**config.mk**
```make
export PLATFORM = sky130hd
export DESIGN_NAME = regfile_scoreboard_flat
export DESIGN_NICKNAME = d
export VERILOG_FILES = /design/src/rtl/regfile_scoreboard_pkg.sv /design/src/rtl/regfile_scoreboard_if.sv /design/src/rtl/regfile_scoreboard_sb_counter_bank.sv /design/src/rtl/regfile_scoreboard.sv /design/src/flat_wrapper.sv
export SDC_FILE = /design/constraint.sdc
export NUM_CORES = 2
export LEC_CHECK = 0
export CAP_MARGIN = 40
export CORE_MARGIN = 5
export CORE_UTILIZATION = 63
export CTS_CLUSTER_DIAMETER = 40
export DETAILED_ROUTE_END_ITERATION = 8
export GPL_TIMING_DRIVEN = 0
export PLACE_DENSITY = 0.81
export SLEW_MARGIN = 15
export SYNTH_ARGS = -nofsm -noshare
export SYNTH_HDL_FRONTEND = slang
export SYNTH_SLANG_ARGS = --single-unit
export TNS_END_PERCENT = 30
```
**constraint.sdc**
```tcl
create_clock -name clk -period 5.74 [get_ports clk]
set_input_delay 0.574 -clock clk [delete_from_list [all_inputs] [get_ports clk]]
set_output_delay 0.574 -clock clk [all_outputs]
set_load 0.02 [all_outputs]
```
**src/rtl/regfile_scoreboard_pkg.sv**
```systemverilog
// Shared register-file types and constants for the decode/writeback slice.
// Optional build macro: RF_WB_BYPASS_EN (writeback-to-decode forwarding).
`ifndef RNG_WR_DATA_REG
`define RNG_WR_DATA_REG 31:0
`endif
`ifndef RNG_WR_ADDR_REG
`define RNG_WR_ADDR_REG 4:0
`endif

package regfile_scoreboard_pkg;

  localparam int XLEN  = 32;
  localparam int NREGS = 32;
  localparam int AW    = $clog2(NREGS);
  localparam int CNTW  = 2;

  typedef logic [`RNG_WR_DATA_REG] reg_data_t;
  typedef logic [`RNG_WR_ADDR_REG] reg_addr_t;
  typedef logic [NREGS-1:0]        reg_vec_t;

  function automatic reg_vec_t onehot(reg_addr_t a);
    reg_vec_t v;
    v    = '0;
    v[a] = 1'b1;
    return v;
  endfunction

endpackage

```
**src/rtl/regfile_scoreboard_if.sv**
```systemverilog
// Decode/writeback bundle of the register file.
// master = pipeline side, slave = register file.
interface regfile_scoreboard_if;
  import regfile_scoreboard_pkg::*;

  reg_addr_t i_wb_wr_reg_addr;
  reg_data_t i_wb_wr_reg_data;
  logic      i_wb_wr_reg_en;
  reg_addr_t i_id_rs1_addr;
  reg_addr_t i_id_rs2_addr;
  logic      i_id_issue;
  reg_addr_t i_id_rd_addr;
  logic      i_flush;
  reg_data_t o_id_rs1_data;
  reg_data_t o_id_rs2_data;
  logic      o_id_stall;

  modport master (
    output i_wb_wr_reg_addr,
    output i_wb_wr_reg_data,
    output i_wb_wr_reg_en,
    output i_id_rs1_addr,
    output i_id_rs2_addr,
    output i_id_issue,
    output i_id_rd_addr,
    output i_flush,
    input  o_id_rs1_data,
    input  o_id_rs2_data,
    input  o_id_stall
  );

  modport slave (
    input  i_wb_wr_reg_addr,
    input  i_wb_wr_reg_data,
    input  i_wb_wr_reg_en,
    input  i_id_rs1_addr,
    input  i_id_rs2_addr,
    input  i_id_issue,
    input  i_id_rd_addr,
    input  i_flush,
    output o_id_rs1_data,
    output o_id_rs2_data,
    output o_id_stall
  );

endinterface

```
**src/rtl/regfile_scoreboard_sb_counter_bank.sv**
```systemverilog
// Per-register saturating in-flight write counters.
// Flush and reset clear every counter; busy/full/one are decoded per entry.
module sb_counter_bank #(
  parameter int N = 32,
  parameter int W = 2
) (
  input  logic         clk,
  input  logic         rst_n,
  input  logic         flush,
  input  logic [N-1:0] inc,
  input  logic [N-1:0] dec,
  output logic [N-1:0] busy,
  output logic [N-1:0] full,
  output logic [N-1:0] one
);

  localparam logic [W-1:0] MAX = '1;

  logic [W-1:0] cnt [N];

  // A retire against an empty counter is ignored.
  always_ff @(posedge clk) begin
    if (!rst_n || flush) begin
      for (int r = 0; r < N; r++)
        cnt[r] <= '0;
    end else begin
      for (int r = 0; r < N; r++) begin
        unique case ({inc[r], dec[r] && cnt[r] != '0})
          2'b10: if (cnt[r] != MAX) cnt[r] <= cnt[r] + W'(1);
          2'b01: cnt[r] <= cnt[r] - W'(1);
          default: ;
        endcase
      end
    end
  end

  always_comb begin
    busy = '0;
    full = '0;
    one  = '0;
    for (int r = 0; r < N; r++) begin
      busy[r] = cnt[r] != '0;
      full[r] = cnt[r] == MAX;
      one[r]  = cnt[r] == W'(1);
    end
  end

endmodule

```
**src/rtl/regfile_scoreboard.sv**
```systemverilog
// Integer register file with outstanding-write scoreboard and decode stall.
// Optional build macro: RF_WB_BYPASS_EN (writeback-to-decode forwarding).
module regfile_scoreboard
  import regfile_scoreboard_pkg::*;
(
  input  logic                 clk,
  input  logic                 rst_n,
  regfile_scoreboard_if.slave  bus
);

  reg_data_t regs [NREGS];

  logic      wb_we;
  reg_vec_t  wb_hot;
  logic      iss_ok;
  reg_vec_t  iss_hot;
  reg_vec_t  busy;
  reg_vec_t  full;
  reg_vec_t  one;
  reg_vec_t  busy_eff;
  logic      stall_raw;
  logic      rd_nz;

  assign wb_we  = bus.i_wb_wr_reg_en && bus.i_wb_wr_reg_addr != '0;
  assign wb_hot = wb_we ? onehot(bus.i_wb_wr_reg_addr) : '0;
  assign rd_nz  = bus.i_id_rd_addr != '0;

  assign iss_ok  = bus.i_id_issue && rd_nz && !stall_raw;
  assign iss_hot = iss_ok ? onehot(bus.i_id_rd_addr) : '0;

  sb_counter_bank #(
    .N (NREGS),
    .W (CNTW)
  ) u_sb (
    .clk   (clk),
    .rst_n (rst_n),
    .flush (bus.i_flush),
    .inc   (iss_hot),
    .dec   (wb_hot),
    .busy  (busy),
    .full  (full),
    .one   (one)
  );

`ifdef RF_WB_BYPASS_EN
  // Last pending write landing now is forwarded, so it no longer blocks.
  assign busy_eff = busy & ~(wb_hot & one) & ~reg_vec_t'(1);
`else
  logic unused_one;
  assign unused_one = ^one;
  assign busy_eff   = busy & ~reg_vec_t'(1);
`endif

  assign stall_raw = busy_eff[bus.i_id_rs1_addr]
                   | busy_eff[bus.i_id_rs2_addr]
                   | (bus.i_id_issue && rd_nz
                      && full[bus.i_id_rd_addr]);

  function automatic reg_data_t rd_port(reg_addr_t a);
    reg_data_t d;
    if (a == '0)
      d = '0;
`ifdef RF_WB_BYPASS_EN
    else if (wb_we && a == bus.i_wb_wr_reg_addr)
      d = bus.i_wb_wr_reg_data;
`endif
    else
      d = regs[a];
    return d;
  endfunction

  always_ff @(posedge clk) begin
    if (!rst_n) begin
      for (int r = 0; r < NREGS; r++)
        regs[r] <= '0;
    end else if (wb_we) begin
      regs[bus.i_wb_wr_reg_addr] <= bus.i_wb_wr_reg_data;
    end
  end

  assign bus.o_id_rs1_data = rst_n ? rd_port(bus.i_id_rs1_addr) : '0;
  assign bus.o_id_rs2_data = rst_n ? rd_port(bus.i_id_rs2_addr) : '0;
  assign bus.o_id_stall    = rst_n && stall_raw;

endmodule

```
**src/flat_wrapper.sv**
```systemverilog
// flat-port wrapper written by rule: the top's interface ports become plain ports
module regfile_scoreboard_flat import regfile_scoreboard_pkg::*;
  (clk, rst_n, bus_i_wb_wr_reg_addr, bus_i_wb_wr_reg_data, bus_i_wb_wr_reg_en, bus_i_id_rs1_addr, bus_i_id_rs2_addr, bus_i_id_issue, bus_i_id_rd_addr, bus_i_flush, bus_o_id_rs1_data, bus_o_id_rs2_data, bus_o_id_stall);
  regfile_scoreboard_if bus_i ();
  input  logic clk;
  input  logic rst_n;
  input wire logic [$bits(bus_i.i_wb_wr_reg_addr)-1:0] bus_i_wb_wr_reg_addr;
  input wire logic [$bits(bus_i.i_wb_wr_reg_data)-1:0] bus_i_wb_wr_reg_data;
  input wire logic [$bits(bus_i.i_wb_wr_reg_en)-1:0] bus_i_wb_wr_reg_en;
  input wire logic [$bits(bus_i.i_id_rs1_addr)-1:0] bus_i_id_rs1_addr;
  input wire logic [$bits(bus_i.i_id_rs2_addr)-1:0] bus_i_id_rs2_addr;
  input wire logic [$bits(bus_i.i_id_issue)-1:0] bus_i_id_issue;
  input wire logic [$bits(bus_i.i_id_rd_addr)-1:0] bus_i_id_rd_addr;
  input wire logic [$bits(bus_i.i_flush)-1:0] bus_i_flush;
  output wire logic [$bits(bus_i.o_id_rs1_data)-1:0] bus_o_id_rs1_data;
  output wire logic [$bits(bus_i.o_id_rs2_data)-1:0] bus_o_id_rs2_data;
  output wire logic [$bits(bus_i.o_id_stall)-1:0] bus_o_id_stall;
  assign bus_i.i_wb_wr_reg_addr = bus_i_wb_wr_reg_addr;
  assign bus_i.i_wb_wr_reg_data = bus_i_wb_wr_reg_data;
  assign bus_i.i_wb_wr_reg_en = bus_i_wb_wr_reg_en;
  assign bus_i.i_id_rs1_addr = bus_i_id_rs1_addr;
  assign bus_i.i_id_rs2_addr = bus_i_id_rs2_addr;
  assign bus_i.i_id_issue = bus_i_id_issue;
  assign bus_i.i_id_rd_addr = bus_i_id_rd_addr;
  assign bus_i.i_flush = bus_i_flush;
  assign bus_o_id_rs1_data = bus_i.o_id_rs1_data;
  assign bus_o_id_rs2_data = bus_i.o_id_rs2_data;
  assign bus_o_id_stall = bus_i.o_id_stall;
  regfile_scoreboard u_core (.clk(clk), .rst_n(rst_n), .bus(bus_i));
endmodule
```
### Word level (Yosys, flattened, before mapping)

Memory sizes are Yosys's and may differ from the RTL's.
Cells that the tools add are included.

| word-level totals | value |
|---|---|
| register bits after elaboration | 0 |
| bits in writable memories | 1088 |
| input port bits | 57 |
| output and inout port bits | 65 |
| word-level logic and storage cells | 658 |
| memories kept | 2 |

Memories:

| memory | depth | bits a word | read ports | clocked after memory_dff | wr ports | RTL line | RTL |
|---|---|---|---|---|---|---|---|
| u_core.regs | 32 | 32 | 2 | 0 | 32 | regfile_scoreboard.sv:11 | `reg_data_t regs [NREGS];` |
| u_core.u_sb.cnt | 32 | 2 | 32 | 0 | 32 | regfile_scoreboard_sb_counter_bank.sv:19 | `logic [W-1:0] cnt [N];` |

| cells by class | value |
|---|---|
| add/subtract/negate cells | 64 |
| magnitude comparators | 6 |
| equal/unequal tests | 128 |
| muxes and demuxes | 313 |
| bitwise gates (word level) | 66 |
| reduce and logical (&&, ||, !) cells | 79 |

Operators by type and width:

| operator | count |
|---|---|
| $mux W1 | 236 |
| $mux W32 | 7 |
| $eq A2 B2 Y1 const B | 64 |
| $mux W2 | 64 |
| $or A1 B1 Y1 | 66 |
| $add A2 B1 Y2 const B | 32 |
| $eq A2 B1 Y1 const B | 32 |
| $ne A2 B2 Y1 const B | 32 |
| $reduce_bool A2 Y1 | 32 |
| $sub A2 B1 Y2 const B | 32 |
| $logic_and A1 B1 Y1 | 39 |
| $reduce_or A32 Y1 | 1 |
| $lt A5 B6 Y1 const B | 4 |
| $bmux W1 S5 | 3 |
| $demux W1 S5 | 2 |
| $ge A5 B1 Y1 const B | 2 |
| $logic_not A5 Y1 | 2 |
| $reduce_bool A5 Y1 | 2 |
| $mux W5 | 1 |
| $logic_not A1 Y1 | 2 |
| $logic_or A1 B1 Y1 | 1 |

### Logic depth before layout (Yosys ltp)

An unclocked memory read counts as a cell.

| logic depth | value |
|---|---|
| depth after elaboration | 15 |
| depth in mapped cells | 12 |
| gate-level depth less buffers | 9 |

### Hierarchy

Synthesis repeated with hierarchy kept, for this count alone.

| unflattened totals | value |
|---|---|
| cells, all modules | 4097 |
| area total of the unflattened synthesis | 60676.9 um^2 |

Modules (own cells, without submodules):

| module | times used | cells an instance | area an instance (um^2) |
|---|---|---|---|
| regfile_scoreboard | 1 | 3599 | 55663.4 |
| sb_counter_bank | 1 | 498 | 5013.6 |

### Least setup slack after synthesis

No wires, ideal clock.

| timing | value |
|---|---|
| path kind | input port to flip-flop |
| start | input port rst_n |
| end | memory u_core.regs[13][0] (netlist bit), enable pin |
| library setup time | 0.466 ns |
| arrival time | 4.237 ns |
| setup slack | 1.037 ns |
| stages on the path | 6 |
| cells stage by stage | clkbuf_1 -> inv_1 -> nor2_1 -> nand3_1 -> clkbuf_1 -> o21ai_0 |

RTL lines:

| what | RTL line | RTL |
|---|---|---|
| start: declaration | flat_wrapper.sv:6 | `input logic rst_n;` |
| end: declaration | regfile_scoreboard.sv:11 |  |

### Final worst setup path

| timing | value |
|---|---|
| start | input port bus_i_id_rs2_addr[1] |
| end | output port bus_o_id_rs2_data[7] |

| on the way | value |
|---|---|
| word-level cells in the longest chain between the ends | 3 |

Ends and longest elaborated chain:

| what | RTL line | RTL |
|---|---|---|
| start: declaration | flat_wrapper.sv:11 | `input wire logic [$bits(bus_i.i_id_rs2_addr)-1:0] bus_i_id_rs2_addr;` |
| $mem_v2 Z32 W32 / $logic_not A5 Y1 (equally long branches) | n/a |  |
| $mux W32 (*) | regfile_scoreboard.sv:61 | `if (a == '0)` |
| $mux W32 (*) | regfile_scoreboard.sv:82 | `assign bus.o_id_rs2_data = rst_n ? rd_port(bus.i_id_rs2_addr) : '0;` |
| end: declaration | flat_wrapper.sv:16 | `output wire logic [$bits(bus_i.o_id_rs2_data)-1:0] bus_o_id_rs2_data;` |

Mark *: on every way between the ends. The rest lies on a longest branch, timed or not.

==> summary.txt <==
type of the most critical hold path -> in2reg
Filler Cells Inserted -> 5497
end-of-flow core utilization -> 74.4%
Worst path slowest cell -> sky130_fd_sc_hd__clkdlybuf4s50_1
number of buffers created by CTS -> 150
required time at the endpoint of the critical path -> 5.17 ns
primary flip-flop cell chosen by synthesis mapping -> sky130_fd_sc_hd__edfxtp_1
Antenna Nets Post-Route -> 0
final critical delay including setup and external delays -> 5.97 ns
peak supply drop -> 0.000287 V
CTS tree -> yes
cell count of the worst hold path -> 2
Slew @ Worst Pin -> 0.986 ns
leakage component of the power -> 23.9 nW
final net count -> 4479
pin count of the biggest net entering global routing -> 28
Routed wire per std cell -> 38.2 um
number of buffers added on ports -> 114
number of max-slew violations in the final report -> 0
worst hold endpoint -> u_core.regs[19][30]$_SDFFCE_PN0P_
global router's overall resource usage -> 43.0%
first-pass GRT wire length -> 309 mm
count of cells along the worst register-to-register path -> 10
fraction of layout cells with a size suffix above 1 -> 25.3%
Final Skew -> 0.0270 ns
maximum clock path buffer count -> 3
failing checks -> design-rule violations, negative setup slack
worst hold path startpoint -> bus_i_wb_wr_reg_data[30]
Critical Path Fanout Max -> 10
clock transition at the registers of the reported paths -> 0.06 ns
Detail Placement HPWL -> 160 mm
longest individual stage delay on the worst path -> 0.81 ns
num ports -> 122
layout-stage area growth over the synthesis result -> 17.3%
number of failing setup endpoints in the final timing report -> 13
htree depth -> 4
top-area cell type share of the netlist area -> 54.2%
Placed Instance Area -> 65400 um2
cell type with the highest aggregate area in the netlist -> sky130_fd_sc_hd__edfxtp_1
DR vias/cell -> 7.64
flops & latches, synth -> 1088
final count of hold timing violations -> 0
type of element capturing the critical path -> primary output
CTS Root Buffer Type -> sky130_fd_sc_hd__clkbuf_16
Unique masters post-synth -> 80
Worst Path Class, Setup -> in2out
number of enable-type register cells in the synthesized netlist -> 1088
total global routing overflow -> 0
height of the die -> 319 um
iteration-0 DRC count of the detailed router -> 8942
Setup WS pre-CTS -> -0.251 ns
part of the Yosys area used for sequential elements -> 54.2%
Post-route DRC -> 34
top post-synthesis cells by area -> sky130_fd_sc_hd__edfxtp_1, sky130_fd_sc_hd__mux4_2, sky130_fd_sc_hd__and2_1, sky130_fd_sc_hd__clkbuf_1, sky130_fd_sc_hd__nor2_1
num rows -> 113
Total Die Area -> 102000 um2
capture instance of the worst register-to-register path -> u_core.u_sb.cnt[1][9]$_SDFFCE_PN0P_
maximum clock frequency -> 168 MHz
Post-Syn Instances -> 3992
count of clock tree sinks -> 1088
number of iterations in the first detailed-routing pass -> 9
horizontal die dimension -> 319 um
type of origin of the critical path -> input pin
summed negative setup slack over all endpoints -> -1.16 ns
cell chain of the critical path -> clkdlybuf4s50_1, buf_2, buf_2, clkbuf_2, nor3_1, nand2_1, nand2_1, clkbuf_1, nor2_1, clkdlybuf4s50_1
number of maximum-capacitance constraint violations -> 0
proportion of synthesized flip-flops having asynchronous set or reset -> 0%
leading cell type in the layout, fill and taps excluded -> sky130_fd_sc_hd__edfxtp_1
final weighted congestion in routability-driven placement -> 1.05
most used cells in the layout excluding fill and tap cells -> sky130_fd_sc_hd__edfxtp_1, sky130_fd_sc_hd__and2_1, sky130_fd_sc_hd__mux4_2
worst setup slack for register-to-register paths -> 2.04 ns
RSZ-0062 raised after global routing -> true
routed wire length -> 222 mm
via count -> 44400
final std cell area, no fill -> 70700 um2
initial antenna violation count -> 24
synthesized area -> 60300 um2
Core ar. -> 95000 um2
total power density per cell area -> 314 nW/um2
via count of the first global-routing pass -> 42800
run status -> finished with violations
final period utilization -> 104%
Max transition margin -> 34.2%
reg-to-reg critical path startpoint -> u_core.u_sb.cnt[1][8]$_SDFFCE_PN0P_
cells resized by post-CTS repair -> 1
Arrival @ worst endpoint -> 5.39 ns
mean post-synth cell area -> 15.1 um2
clock network latency to the later pin of the worst-skew pair -> 0.78 ns
Post-CTS Setup Repair Bufs -> 0
least setup slack across all paths after layout -> -0.228 ns
initial core utilization -> 63.4%
hold buffer count at CTS -> 0
number of warnings issued by yosys -> 0
[cells in the mapped netlist (all sizes together) (5+ instances only)]
| library cell | n |
|---|---|
| edfxtp | 1088 |
| and2 | 1007 |
| mux4 | 654 |
| clkbuf | 323 |
| nor2 | 195 |
| buf | 92 |
| nand2 | 92 |
| mux2i | 71 |
| o21ai | 67 |
| nor3 | 55 |
| nand3 | 51 |
| a21oi | 25 |
| nor3b | 24 |
| nand4 | 19 |
| xnor2 | 15 |
| nor4 | 13 |
| a31oi | 12 |
| and3 | 12 |
| a211oi | 11 |
| inv | 11 |
| maj3 | 10 |
| or3 | 10 |
| o31ai | 9 |
| xor2 | 9 |
| a211o | 7 |
| a41oi | 6 |
| nand2b | 6 |
| nand3b | 6 |
| o211ai | 6 |
| o311ai | 6 |
| or2 | 6 |
| nor2b | 5 |
| o21a | 5 |
| o22ai | 5 |
[final cells by class]
type	instances	area, um2	area share (%)
antenna	13	32.5	0.0460
buffer	414	1650	2.33
clock buffer	162	3820	5.41
clock inverter	113	1230	1.74
inverter	12	45.0	0.0638
multi-input combinational	2510	26400	37.4
sequential	1088	32700	46.2
tap	1265	1580	2.24
timing repair buffer	244	3220	4.56
[per-layer routing]
layer  wire length, um  global-route usage (%)  vias to the layer above
met4             17100                    23.4                       30
met3             43800                    23.9                     1233
met2             94400                    61.3                     5015
met1             66900                    52.8                    21800
met5               333                   0.787                        -
li1                  -                       -                    16400
[report_power, final]
part,internal (mW),switching (mW)
clock network,5.63,3.88
registers,9.20,0.290
logic,1.29,1.88
total,16.1,6.05
[worst max path at each step]
stage	from	to	slack, ns
5_1_grt	bus_i_id_rs2_addr[1]	bus_o_id_rs2_data[7]	-0.03
2_1_floorplan	rst_n	u_core.regs[13][0]$_SDFFCE_PN0P_	1.04
3_5_place_dp	bus_i_id_rs2_addr[1]	bus_o_id_rs2_data[9]	-0.25
4_1_cts	bus_i_id_rs1_addr[1]	bus_o_id_rs1_data[13]	0.04
6_report	bus_i_id_rs2_addr[1]	bus_o_id_rs2_data[7]	-0.23
3_3_place_gp	rst_n	u_core.regs[17][27]$_SDFFCE_PN0P_	-2.97
[per-stage QoR]
stage	instances	hold slack [ns]	power (mW)
finish	5821	0.560	22.2
global route	5809	0.587	22.4
CTS	5796	0.547	21.8
detailed placement	5521	0.599	12.5
global placement	5404	0.595	12.3
floorplan	4025	0.571	11.2
[kinds of logic after synthesis]
family / after synthesis / share of synthesized area (%)
simple gates: 1515 / 14.6
flops: 1088 / 54.2
mux: 725 / 25.6
buf+inv: 427 / 2.76
compound gates: 200 / 2.24
xor+xnor: 24 / 0.349
fa+ha+maj: 12 / 0.208
other cells: 1 / 0.00622
[state kept, by name (all words and copies together) (netlist names)]
name	flops
u_core.regs	1024
u_core.u_sb.cnt	64
[worst max-delay path: cells and delay by family]
kind / cells / cell delay [ns]
simple gates: 4 / 1.20
buf+inv: 6 / 3.60
No activity file was read; power rests on OpenSTA's default activity.
